[src/rtl/dart_rx_port.sv]
// DART serial receive port: 8N1 deframer, byte-to-word assembler
// and show-ahead word FIFO drained with a valid/ack handshake.
module dart_rx_port #(
  parameter int WIDTH      = 16,
  parameter int BAUD_RATE  = 9600,
  parameter int CLOCK_FREQ = 50000000,
  parameter int LOG_DEP    = 4
) (
  input  logic               clock,
  input  logic               reset,
  input  logic               enable,
  input  logic               RS232_RX_DATA,
  output logic [WIDTH-1:0]   rx_data,
  output logic               rx_valid,
  input  logic               rx_ack,
  output logic               rx_busy,
  output logic               frame_error,
  output logic               overflow_error,
  output logic [LOG_DEP:0]   fifo_count
);

  localparam int D     = CLOCK_FREQ / BAUD_RATE;
  localparam int TW    = $clog2(D + 1);
  localparam int N     = (WIDTH + 7) >> 3;
  localparam int IW    = (N > 1) ? $clog2(N) : 1;
  localparam int AW    = 8 * N;
  localparam int DEPTH = 1 << LOG_DEP;

  localparam logic [TW-1:0] T_HALF = TW'(D / 2 - 1);
  localparam logic [TW-1:0] T_FULL = TW'(D - 1);
  localparam logic [IW-1:0] I_LAST = IW'(N - 1);
  localparam logic [LOG_DEP:0] C_FULL = (LOG_DEP + 1)'(DEPTH);

  typedef enum logic [2:0] {
    S_IDLE,
    S_START,
    S_DATA,
    S_STOP,
    S_WAIT
  } state_t;

  // line synchronizer
  logic [1:0] sync_q, sync_d;
  logic       line_s;

  // deframer
  state_t        state_q, state_d;
  logic [TW-1:0] timer_q, timer_d;
  logic [2:0]    bit_q, bit_d;
  logic [7:0]    shift_q, shift_d;
  logic          bv_q, bv_d;
  logic          fe_q, fe_d;

  // assembler
  logic [AW-1:0] asm_q, asm_d;
  logic [IW-1:0] idx_q, idx_d;
  logic [AW-1:0] merged;
  logic          push;
  logic [WIDTH-1:0] push_word;

  // fifo
  logic [WIDTH-1:0]   mem_q [DEPTH];
  logic [WIDTH-1:0]   mem_d [DEPTH];
  logic [LOG_DEP-1:0] wr_q, wr_d;
  logic [LOG_DEP-1:0] rd_q, rd_d;
  logic [LOG_DEP:0]   count_q, count_d;
  logic               ovf_q, ovf_d;
  logic               pop, full, wr_en;

  assign sync_d = {sync_q[0], RS232_RX_DATA};
  assign line_s = sync_q[1];

  // bit timing and frame state; a low enable parks everything in idle
  always_comb begin
    state_d = state_q;
    timer_d = timer_q;
    bit_d   = bit_q;
    shift_d = shift_q;
    bv_d    = 1'b0;
    fe_d    = 1'b0;
    if (!enable) begin
      state_d = S_IDLE;
      timer_d = '0;
      bit_d   = '0;
    end else begin
      unique case (state_q)
        S_IDLE: begin
          if (!line_s) begin
            timer_d = T_HALF;
            state_d = S_START;
          end
        end
        S_START: begin
          if (timer_q != '0) begin
            timer_d = timer_q - 1'b1;
          end else if (line_s) begin
            state_d = S_IDLE;
          end else begin
            state_d = S_DATA;
            timer_d = T_FULL;
            bit_d   = '0;
          end
        end
        S_DATA: begin
          if (timer_q != '0) begin
            timer_d = timer_q - 1'b1;
          end else begin
            shift_d = {line_s, shift_q[7:1]};
            timer_d = T_FULL;
            if (bit_q == 3'd7) begin
              state_d = S_STOP;
            end else begin
              bit_d = bit_q + 1'b1;
            end
          end
        end
        S_STOP: begin
          if (timer_q != '0) begin
            timer_d = timer_q - 1'b1;
          end else if (line_s) begin
            bv_d    = 1'b1;
            state_d = S_IDLE;
          end else begin
            fe_d    = 1'b1;
            state_d = S_WAIT;
          end
        end
        S_WAIT: begin
          if (line_s) begin
            state_d = S_IDLE;
          end
        end
        default: state_d = S_IDLE;
      endcase
    end
  end

  // drop the received byte into its lane; the last lane completes a word
  always_comb begin
    merged    = asm_q;
    asm_d     = asm_q;
    idx_d     = idx_q;
    push      = 1'b0;
    push_word = '0;
    for (int k = 0; k < N; k++) begin
      if (IW'(k) == idx_q) begin
        merged[8*k +: 8] = shift_q;
      end
    end
    if (!enable) begin
      idx_d = '0;
    end else if (bv_q) begin
      if (idx_q == I_LAST) begin
        push      = 1'b1;
        push_word = merged[WIDTH-1:0];
        idx_d     = '0;
      end else begin
        asm_d = merged;
        idx_d = idx_q + 1'b1;
      end
    end
  end

  // show-ahead fifo; a full fifo still accepts a push when a pop frees a slot
  always_comb begin
    pop   = rx_ack & (count_q != '0);
    full  = (count_q == C_FULL);
    wr_en = push & (~full | pop);
    ovf_d = ovf_q | (push & full & ~pop);
    mem_d = mem_q;
    wr_d  = wr_q;
    rd_d  = rd_q;
    count_d = count_q;
    if (wr_en) begin
      mem_d[wr_q] = push_word;
      wr_d = wr_q + 1'b1;
    end
    if (pop) begin
      rd_d = rd_q + 1'b1;
    end
    if (wr_en && !pop) begin
      count_d = count_q + 1'b1;
    end else if (!wr_en && pop) begin
      count_d = count_q - 1'b1;
    end
  end

  // state registers
  always_ff @(posedge clock) begin
    if (reset) begin
      sync_q  <= 2'b11;
      state_q <= S_IDLE;
      timer_q <= '0;
      bit_q   <= '0;
      shift_q <= '0;
      bv_q    <= 1'b0;
      fe_q    <= 1'b0;
      asm_q   <= '0;
      idx_q   <= '0;
      mem_q   <= '{default: '0};
      wr_q    <= '0;
      rd_q    <= '0;
      count_q <= '0;
      ovf_q   <= 1'b0;
    end else begin
      sync_q  <= sync_d;
      state_q <= state_d;
      timer_q <= timer_d;
      bit_q   <= bit_d;
      shift_q <= shift_d;
      bv_q    <= bv_d;
      fe_q    <= fe_d;
      asm_q   <= asm_d;
      idx_q   <= idx_d;
      mem_q   <= mem_d;
      wr_q    <= wr_d;
      rd_q    <= rd_d;
      count_q <= count_d;
      ovf_q   <= ovf_d;
    end
  end

  assign rx_valid       = (count_q != '0);
  assign rx_data        = rx_valid ? mem_q[rd_q] : '0;
  assign rx_busy        = (state_q != S_IDLE);
  assign frame_error    = fe_q;
  assign overflow_error = ovf_q;
  assign fifo_count     = count_q;

endmodule

[config.mk]
export PLATFORM = sky130hd
export DESIGN_NAME = dart_rx_port
export DESIGN_NICKNAME = d
export VERILOG_FILES = /design/src/rtl/dart_rx_port.sv
export SDC_FILE = /design/constraint.sdc
export NUM_CORES = 1
export LEC_CHECK = 0
export BUFFER_PORTS_ARGS = -buffer_cell sky130_fd_sc_hd__buf_2
export CORE_MARGIN = 1
export CORE_UTILIZATION = 60
export CTS_CLUSTER_DIAMETER = 60
export DETAILED_ROUTE_END_ITERATION = 8
export PLACE_DENSITY = 0.82
export SLEW_MARGIN = 20
export SYNTH_ARGS = -nofsm -noshare
export SYNTH_HDL_FRONTEND = slang
export SYNTH_SLANG_ARGS = --single-unit
[constraint.sdc]
create_clock -name clock -period 3.47 [get_ports clock]
set_input_delay 0 -clock clock [delete_from_list [all_inputs] [get_ports clock]]
set_output_delay 0 -clock clock [all_outputs]
set_load 0.01 [all_outputs]
== Word-level counts from Yosys, hierarchy flattened ==
Cells that the tools add are included.

* Output and inout bits: 25
* Register bits after elaboration: 318
* Input bits: 5

* Reduce and logical (&&, ||, !) cells: 19
* Muxes and demuxes: 40
* Bitwise gates (word level): 14
* Equal/unequal tests: 16
* $lt $le $gt $ge: 3
* Add/sub/neg operators: 7

{| class="wikitable"
|+ Operator list
! operator !! count
|-
| bitwise mux 256 bit || 1
|-
| two-way mux 16 bit || 7
|-
| two-way mux 13 bit || 5
|-
| binary-select mux 16 bit (select 4 bit) || 1
|-
| demux 16 bit (select 4 bit) || 1
|-
| case mux 13 bit (4 select lines) || 1
|-
| two-way mux 3 bit || 11
|-
| != test 2 bit, second input constant || 9
|-
| two-way mux 8 bit || 2
|-
| case mux 3 bit (5 select lines) || 1
|-
| nonzero test 13 bit || 1
|-
| subtractor 13 x 1 -> 13 bit, second input constant || 1
|-
| greater-or-equal comparator 5 bit, second input constant || 2
|-
| two-way mux 5 bit || 2
|-
| inverter 4 -> 5 bit || 2
|-
| adder 4 x 1 -> 4 bit, second input constant || 2
|-
| equality test 3 x 2 -> 1 bit, second input constant || 2
|-
| equality test 3 bit, second input constant || 2
|-
| two-way mux 1 bit || 6
|-
| inverter 1 bit || 6
|-
| case mux 3 bit (2 select lines) || 1
|-
| AND reduction 3 bit || 2
|-
| AND reduction 6 bit || 1
|-
| adder 5 x 1 -> 5 bit, second input constant || 1
|-
| other kinds (21) || 29
|}

== Longest topological paths before layout ==
Gate-level depths: netlist of run 1.

* Depth after elaboration: 8
* Gate-level depth with buffers: 11
* Mapped depth without buffers: 11

== Worst setup path before layout of run 1 ==
Ideal clock, no wire load.

* Path kind: register -> register
* Start: register count_q[0] (netlist: fifo_count[0])
* End: register count_q[4] (netlist: fifo_count[4])
* Cell stages (with the launch flop): 12
* Required time: 3,349 ps
* Setup time: 121 ps
* Slack: 496 ps
* Buffers on the path: 0
* Data arrival time: 2,854 ps
* Period minus slack after synthesis: 2,974 ps
* Cell sequence: dfxtp_1 -> nor4_1 -> nand2b_1 -> nand2_1 -> ha_1 -> inv_1 -> ha_1 -> nor2b_1 -> o21a_1 -> or3_1 -> a21oi_1 -> mux2_2

* Longest elaborated chain between the ends: 7

{| class="wikitable"
|+ RTL lines
! what !! line !! text
|-
| from (decl) || 66 || <nowiki>logic [LOG_DEP:0] count_q, count_d;</nowiki>
|-
| from (signal assigned) || 218 || <nowiki>count_q <= count_d;</nowiki>
|-
| nonzero test 5 bit (*) || -- ||
|-
| via rx_valid || 14 || <nowiki>output logic rx_valid,</nowiki>
|-
| AND 1 bit (*) || 166 || <nowiki>pop = rx_ack & (count_q != '0);</nowiki>
|-
| bitwise OR 1 bit || 168 || <nowiki>wr_en = push & (~full | pop);</nowiki>
|-
| AND 1 bit || 168 ||
|-
| zero test 1 bit || 183 || <nowiki>end else if (!wr_en && pop) begin</nowiki>
|-
| logical AND 1 bit || 183 ||
|-
| nonzero test 2 bit (no source line) || -- ||
|}

Mark *: on every way through the listed nets, which the timed path passes. The rest lies on a longest branch. The select of a mux whose other input is x is not followed.
A chain may end at the register's enable or synchronous reset.

== Worst setup path after layout of run 1 ==
* Start: register count_q[0] (netlist: fifo_count[0])
* End: register count_q[4] (netlist: fifo_count[4])

* Longest elaborated chain between the ends: 7

{| class="wikitable"
|+ RTL lines
! what !! line
|-
| nonzero test 5 bit or equality test 5 bit (tied branches) || 166, 167
|-
| AND 1 bit or inverter 1 bit (tied branches) || 166, 168
|-
| bitwise OR 1 bit || 168
|-
| AND 1 bit || 168
|-
| zero test 1 bit || 183
|-
| logical AND 1 bit || 183
|-
| nonzero test 2 bit (no source line) || --
|}

Parallel ways exist; a longest one is shown, timed or not. The select of a mux whose other input is x is not followed.

==> out/results.tsv, run 1 <==
stage	metric	value	unit
critical_path	worst_setup_path_end_kind	register	
cells_and_area	fillers	1628	
clock_tree	cts_sinks	310	
critical_path	cp.depth	11	
placement	place_hpwl	18500	um
run	drv_cap	0	
cells_and_area	instances_no_fill	1596	
power	ir_drop	0.440	mV
critical_path	crit_path_max_incr_delay	0.43	ns
cells_and_area	stdcell_area	14900	sq um
global_routing	grt_pass1_wl	52400	um
clock_tree	cts_made_buffers	31	
floorplanning	ios	30	
cells_and_area	fin_nets	1312	
sta	fin_crit	3.12	ns
critical_path	crit_arrival	3.58	ns
global_routing	grt.total_usage	0.293	
synthesis	syn-mean-instance-area	10.1	sq um
critical_path	worst_path_most_repeated_cell	ha_1	
clock_tree	cts_tree	built	
power	p_int	6.17	mW
sta	drv_slew	0	
floorplanning	start_util	0.615	
drt	drc_errors	0	
synthesis	syn_nets	1350	
sta	setup_viol	0	
critical_path	required	3.92	ns
cells_and_area	diodes	0	
sta	fmax	320	MHz
drt	drt-initial-drc-count	1053	
cells_and_area	syn2layout_area_growth	10.3	%
clock_tree	htreeDepth	1	
cells_and_area	drive_gt1_frac	0.146	
synthesis	synth.most_common_cell	dfxtp_1	
drt	dr.pass1.iters	6	
global_routing	grt_max_degree	130	
synthesis	ys_seq_elements	310	
clock_tree	clkLatencyLatePin	0.56	ns
synthesis	synth_edf_count	0	
sta	fin_crit_sh	0.900	
drt	ant_nets	0	
sta	slew_headroom	0.320	
placement	placed_area	13700	sq um
sta	holdWs	0.152	ns
critical_path	cp_top_family	simple AND/OR/NAND/NOR gates	
power	p_clk_frac	0.437	
floorplanning	die_area	23000	sq um
floorplanning	core-area	21900	sq um
clock_tree	clock_path_buffers	3	
power	p_sw_frac	0.247	
critical_path	start_kind	register	
sta	fin_tns_setup	0	ns
synthesis	synth_area_leaders	dfxtp_1 (46%), nand3b_1 (14%), mux4_2 (11%)	
synthesis	yosysWarnings	0	
synthesis	synthFlopType	dfxtp_1	
synthesis	synthTopCellsByCount	dfxtp_1 (310), o21ai_0 (262), nand3b_1 (257), clkbuf_1 (103), mux4_2 (64)	
power	finalPower	8.19	mW
power	pwr-share-seq	0.457	
synthesis	async_flop_share	0	
floorplanning	die_height	152	um
critical_path	path_buf_inv	1	
sta	hold_viol	0	
clock_tree	post_cts_buffers	0	
power	power.density	551	nW/um^2
synthesis	synth_top_area_cell	dfxtp_1	
critical_path	reg2reg_depth	11	
synthesis	synth.distinct_cells	57	
critical_path	critPathSlowestCell	nor4_2	
placement	io_buffers	29	
synthesis	syn_inst	1331	
synthesis	post-synth-top-area-fraction	0.461	
sta	rsz0062_at_grt	false	
hold_path	hold_depth	3	
synthesis	synth_area	13500	sq um
power	leakage	5.00	nW
drt	vias	10354	
critical_path	path_class	register to register	
outcome	status	completed	
clock_tree	cts-root-buf	clkbuf_16	
floorplanning	fp-row-count	54	
floorplanning	die_w	152	um
power	comb_power_share	0.107	
placement	dpl.cell_count	1536	
hold_path	min_path_type	input port to register	
synthesis	yosysSeqAreaShare	0.461	
global_routing	grt_pass1_vias	9810	
global_routing	overflow	0	
critical_path	crit_fanout	6	
drt	routed_wirelength	33200	um
placement	gp_congestion	0.900	
critical_path	crit_chain	nor4_2 -> nand2b_1 -> nand2_1 -> ha_1 -> inv_1 -> ha_1 -> nor2b_1 -> o21a_1 -> or3_1 -> a21oi_1 -> mux2_2	
global_routing	antenna_found_initial	0	
power	p_sw	2.02	mW
sta	finClkSkew	0.00865	ns
clock_tree	clk_pin_slew	0.06	ns
drt	routed_via_density	6.49	
drt	wl_per_cell	20.8	um
sta	worst_pin_slew	1.02	ns
## power by group through the flow
stage          Clock (mW)  Sequential, mW  Combinational, mW
5_1_grt              3.75            3.75              0.933
4_1_cts              3.60            3.74              0.866
6_report             3.58            3.74              0.875
3_5_place_dp            0            3.82              0.861
3_3_place_gp            0            3.81              0.848
2_1_floorplan           0            3.71              0.709
## sequential cells by signal, summed over array words and instances, names as in the netlist, 3 cells and up
name / flops
asm_q: 8
bit_q: 3
fifo_count: 5
mem_q: 256
rd_q: 4
shift_q: 8
state_q: 3
timer_q: 13
wr_q: 4
## timing repair
action | CTS | global route
hold buffers | 4 | 0
setup endpoints to repair | 0 | 1
hold endpoints to repair | 76 | 0
resized for setup | 0 | 1
## final timing paths
path                                    start             to  slack [ns]
worst min register to register      sync_q[0]      sync_q[1]        0.43
worst max register to register  fifo_count[0]  fifo_count[4]        0.35
worst min-delay path            RS232_RX_DATA      sync_q[0]        0.15
worst max-delay path            fifo_count[0]  fifo_count[4]        0.35
## cell families (layout without fill, tap and decap cells)
group | after synthesis | count (layout) | synth area share
AND/OR/NAND/NOR | 407 | 407 | 0.199
flip-flops | 310 | 310 | 0.461
adder cells (fa/ha/maj) | 14 | 14 | 0.0136
AO/OA/AOI/OAI | 330 | 330 | 0.132
XOR/XNOR | 9 | 9 | 0.00586
buffers and inverters | 145 | 130 | 0.0422
multiplexers | 116 | 116 | 0.146
## placed cells by master, fill, tap and decap left out, types with 3 or more instances in the layout
cell type	synthesis	final
dfxtp_1	310	307
o21ai_0	262	262
nand3b_1	257	257
mux4_2	64	64
mux2i_1	50	50
nor2_1	49	49
nand2_1	33	33
clkbuf_16	0	31
buf_2	16	28
buf_4	1	24
nand3_1	21	21
o22ai_1	19	19
a21oi_1	16	16
inv_1	14	14
ha_1	13	13
nand4_1	8	8
nor3_1	8	8
clkbuf_8	0	8
nor2b_1	6	6
xor2_1	6	6
bufinv_16	0	5
clkinv_2	0	5
a21o_1	4	4
or3_1	4	4
dlygate4sd3_1	0	4
nand2b_1	3	3
xnor2_1	3	3
o211ai_1	3	3
a31oi_1	4	3
clkbuf_1	103	3
buf_12	0	3
## through the flow
stage               utilization  setup WS, ns
finish                    0.678         0.347
global route              0.678        0.0712
global placement          0.626         0.327
CTS                       0.678         0.188
detailed placement        0.626         0.219
floorplan                     -         0.496
## area by class of cell
| cell class | instances | area (sq um) | share of cell area |
|---|---|---|---|
| Inverter | 14 | 52.6 | 0.00354 |
| Clock buffer | 42 | 897 | 0.0604 |
| Timing Repair Buffer | 60 | 432 | 0.0291 |
| Clock inverter | 14 | 205 | 0.0138 |
| Tap cell | 280 | 350 | 0.0236 |
| Multi-Input combinational cell | 876 | 6700 | 0.451 |
| Sequential cell | 310 | 6210 | 0.418 |
## metal layers
layer  wire, um  global-route usage
met1      14100               0.388
met2      15800               0.492
met4        802              0.0847
met5          0                   0
met3       2430              0.0485
## worst reg2reg max path, cell delays in order (launching register included)
cell      delay [ns]
dfxtp_1         0.37
nor4_2          0.43
nand2b_1        0.21
nand2_1         0.20
ha_1            0.25
inv_1           0.10
ha_1            0.31
nor2b_1         0.15
o21a_1          0.19
or3_1           0.30
a21oi_1         0.16
mux2_2          0.34
(Power assumes the default switching activity.)
==> run 2: changes to the inputs <==
- CORE_ASPECT_RATIO: default -> 1.5
- PLACE_DENSITY: 0.82 -> default
- PLACE_DENSITY_LB_ADDON: default -> 0.15
- SKIP_CTS_REPAIR_TIMING: default -> 1
==> out/results.tsv, run 2 (synthesis gave the netlist of run 1 again) <==
stage	metric	value	unit
floorplanning	die_w	124	um
sta	fmax	319	MHz
power	ir_drop	0.489	mV
drt	routed_via_density	6.36	
placement	gp_congestion	0.848	
sta	fin_crit_sh	0.902	
cells_and_area	post-route-util	0.671	
sta	fin_tns_setup	0	ns
drt	routed_wirelength	32400	um
sta	finClkSkew	0.0103	ns
cells_and_area	final_common_cell	dfxtp_1	
floorplanning	fp-row-count	66	
critical_path	path_class	register to register	
power	leakage	4.92	nW
critical_path	worst_setup_path_end_kind	register	
critical_path	crit_arrival	3.57	ns
placement	placed_area	13700	sq um
floorplanning	start_util	0.615	
drt	drc_errors	0	
global_routing	overflow	0	
outcome	failed_checks	hold timing	
cells_and_area	fin_nets	1314	
cells_and_area	largest_register	mem_q	
clock_tree	clkLatencyLatePin	0.55	ns
critical_path	r2r_slack	0.34	ns
critical_path	r2r-start	fifo_count[0]	
sta	slew_headroom	0.251	
outcome	status	finished with violations	
clock_tree	cts_made_buffers	30	
sta	hold_viol	1	
hold_path	hold_depth	5	
cells_and_area	syn2layout_area_growth	9.00	%
floorplanning	ios	30	
drt	drt-initial-drc-count	755	
placement	io_buffers	29	
global_routing	grt.total_usage	0.283	
critical_path	rr_endpoint	fifo_count[4]	
clock_tree	clock_path_buffers	3	
cells_and_area	top_regs	mem_q x256, timer_q x13	
sta	holdWs	-0.0464	ns
sta	setup_viol	0	
drt	vias	10067	
global_routing	antenna_found_initial	0	
cells_and_area	drive_gt1_frac	0.136	
hold_path	min_from	enable	
clock_tree	clk_pin_slew	0.06	ns
drt	ant_nets	0	
sta	drv_slew	0	
global_routing	grt_pass1_vias	9710	
sta	rsz0062_at_grt	false	
power	power.density	524	nW/um^2
floorplanning	die_area	23100	sq um
run	drv_cap	0	
floorplanning	die_height	185	um
drt	wl_per_cell	20.5	um
cells_and_area	instances_no_fill	1584	
global_routing	grt_max_degree	140	
cells_and_area	largest_register_ffs	256	
hold_path	min_path_type	input port to register	
cells_and_area	stdcell_area	14700	sq um
global_routing	grt_pass1_wl	52400	um
critical_path	crit_fanout	6	
cells_and_area	diodes	0	
sta	fin_crit	3.13	ns
cells_and_area	layout_common_cells	dfxtp_1 (307), o21ai_0 (262), nand3b_1 (257), mux4_2 (64), mux2i_1 (50)	
sta	worst_pin_slew	1.12	ns
hold_path	whs_endpoint	overflow_error	
critical_path	start_kind	register	
floorplanning	core-area	21900	sq um
drt	dr.pass1.iters	7	
clock_tree	cts-root-buf	clkbuf_16	
placement	dpl.cell_count	1530	
clock_tree	cts_tree	built	
placement	place_hpwl	18400	um
critical_path	required	3.91	ns
clock_tree	cts_sinks	310	
critical_path	reg2reg_depth	11	
clock_tree	htreeDepth	1	
run 2: changes by cell type in the layout (fill, tap and decap cells not counted):
cell and change:
clkbuf_8 -2, clkbuf_1 +8, inv_6 -1, clkinvlp_4 -2, clkinv_4 +1, clkinv_2 -5, bufinv_16 -5, inv_4 -1
dlygate4sd3_1 +1, buf_4 +2
run 2: worst max path at each step:
stage | depth (start not counted) | endpoint | start | slack [ns]
detailed placement | 11 | fifo_count[4] | fifo_count[0] | 0.20
floorplan | 11 | fifo_count[4] | fifo_count[0] | 0.50
global placement | 11 | fifo_count[4] | fifo_count[0] | 0.32
CTS | 11 | fifo_count[4] | fifo_count[0] | 0.18
finish | 11 | fifo_count[4] | fifo_count[0] | 0.34
global route | 11 | fifo_count[4] | fifo_count[0] | 0.12
run 2: per-stage QoR:
| stage | total power, mW | hold WS, ns | worst slack [ns] |
|---|---|---|---|
| 2_1_floorplan | 4.42 | 0.104 | 0.496 |
| 3_3_place_gp | 4.69 | 0.190 | 0.322 |
| 3_5_place_dp | 4.70 | 0.185 | 0.205 |
| 4_1_cts | 7.72 | -0.375 | 0.179 |
| 5_1_grt | 7.96 | -0.0186 | 0.118 |
| 6_report | 7.68 | -0.0464 | 0.340 |
run 2: per-layer routing:
metal / part of all wire / track usage / vias to the layer above
li1: - / - / 4792
met1: 0.42 / 0.357 / 4956
met2: 0.51 / 0.508 / 267
met3: 0.042 / 0.0308 / 52
met4: 0.027 / 0.0920 / 0
met5: 0 / 0 / -
run 2: critical path, cell delays in order (launching register included):
cell	delay, ns
dfxtp_1	0.36
nor4_2	0.43
nand2b_1	0.22
nand2_1	0.22
ha_1	0.27
inv_1	0.11
ha_1	0.31
nor2b_1	0.15
o21a_1	0.17
or3_1	0.31
a21oi_1	0.16
mux2_2	0.34
run 2: where the power goes:
part,internal [mW],switching (mW)
clock network,1.75,1.30
logic,0.414,0.518
registers,3.60,0.102
total,5.76,1.92
run 2: cell type report:
class | instances | area (sq um)
Clock inverter | 1 | 8.76
Timing Repair Buffer | 63 | 457
Inverter | 14 | 52.6
Sequential cell | 310 | 6210
Fill cell | 1710 | 7210
Tap cell | 272 | 340
Clock buffer | 48 | 900
Multi-Input combinational cell | 876 | 6700
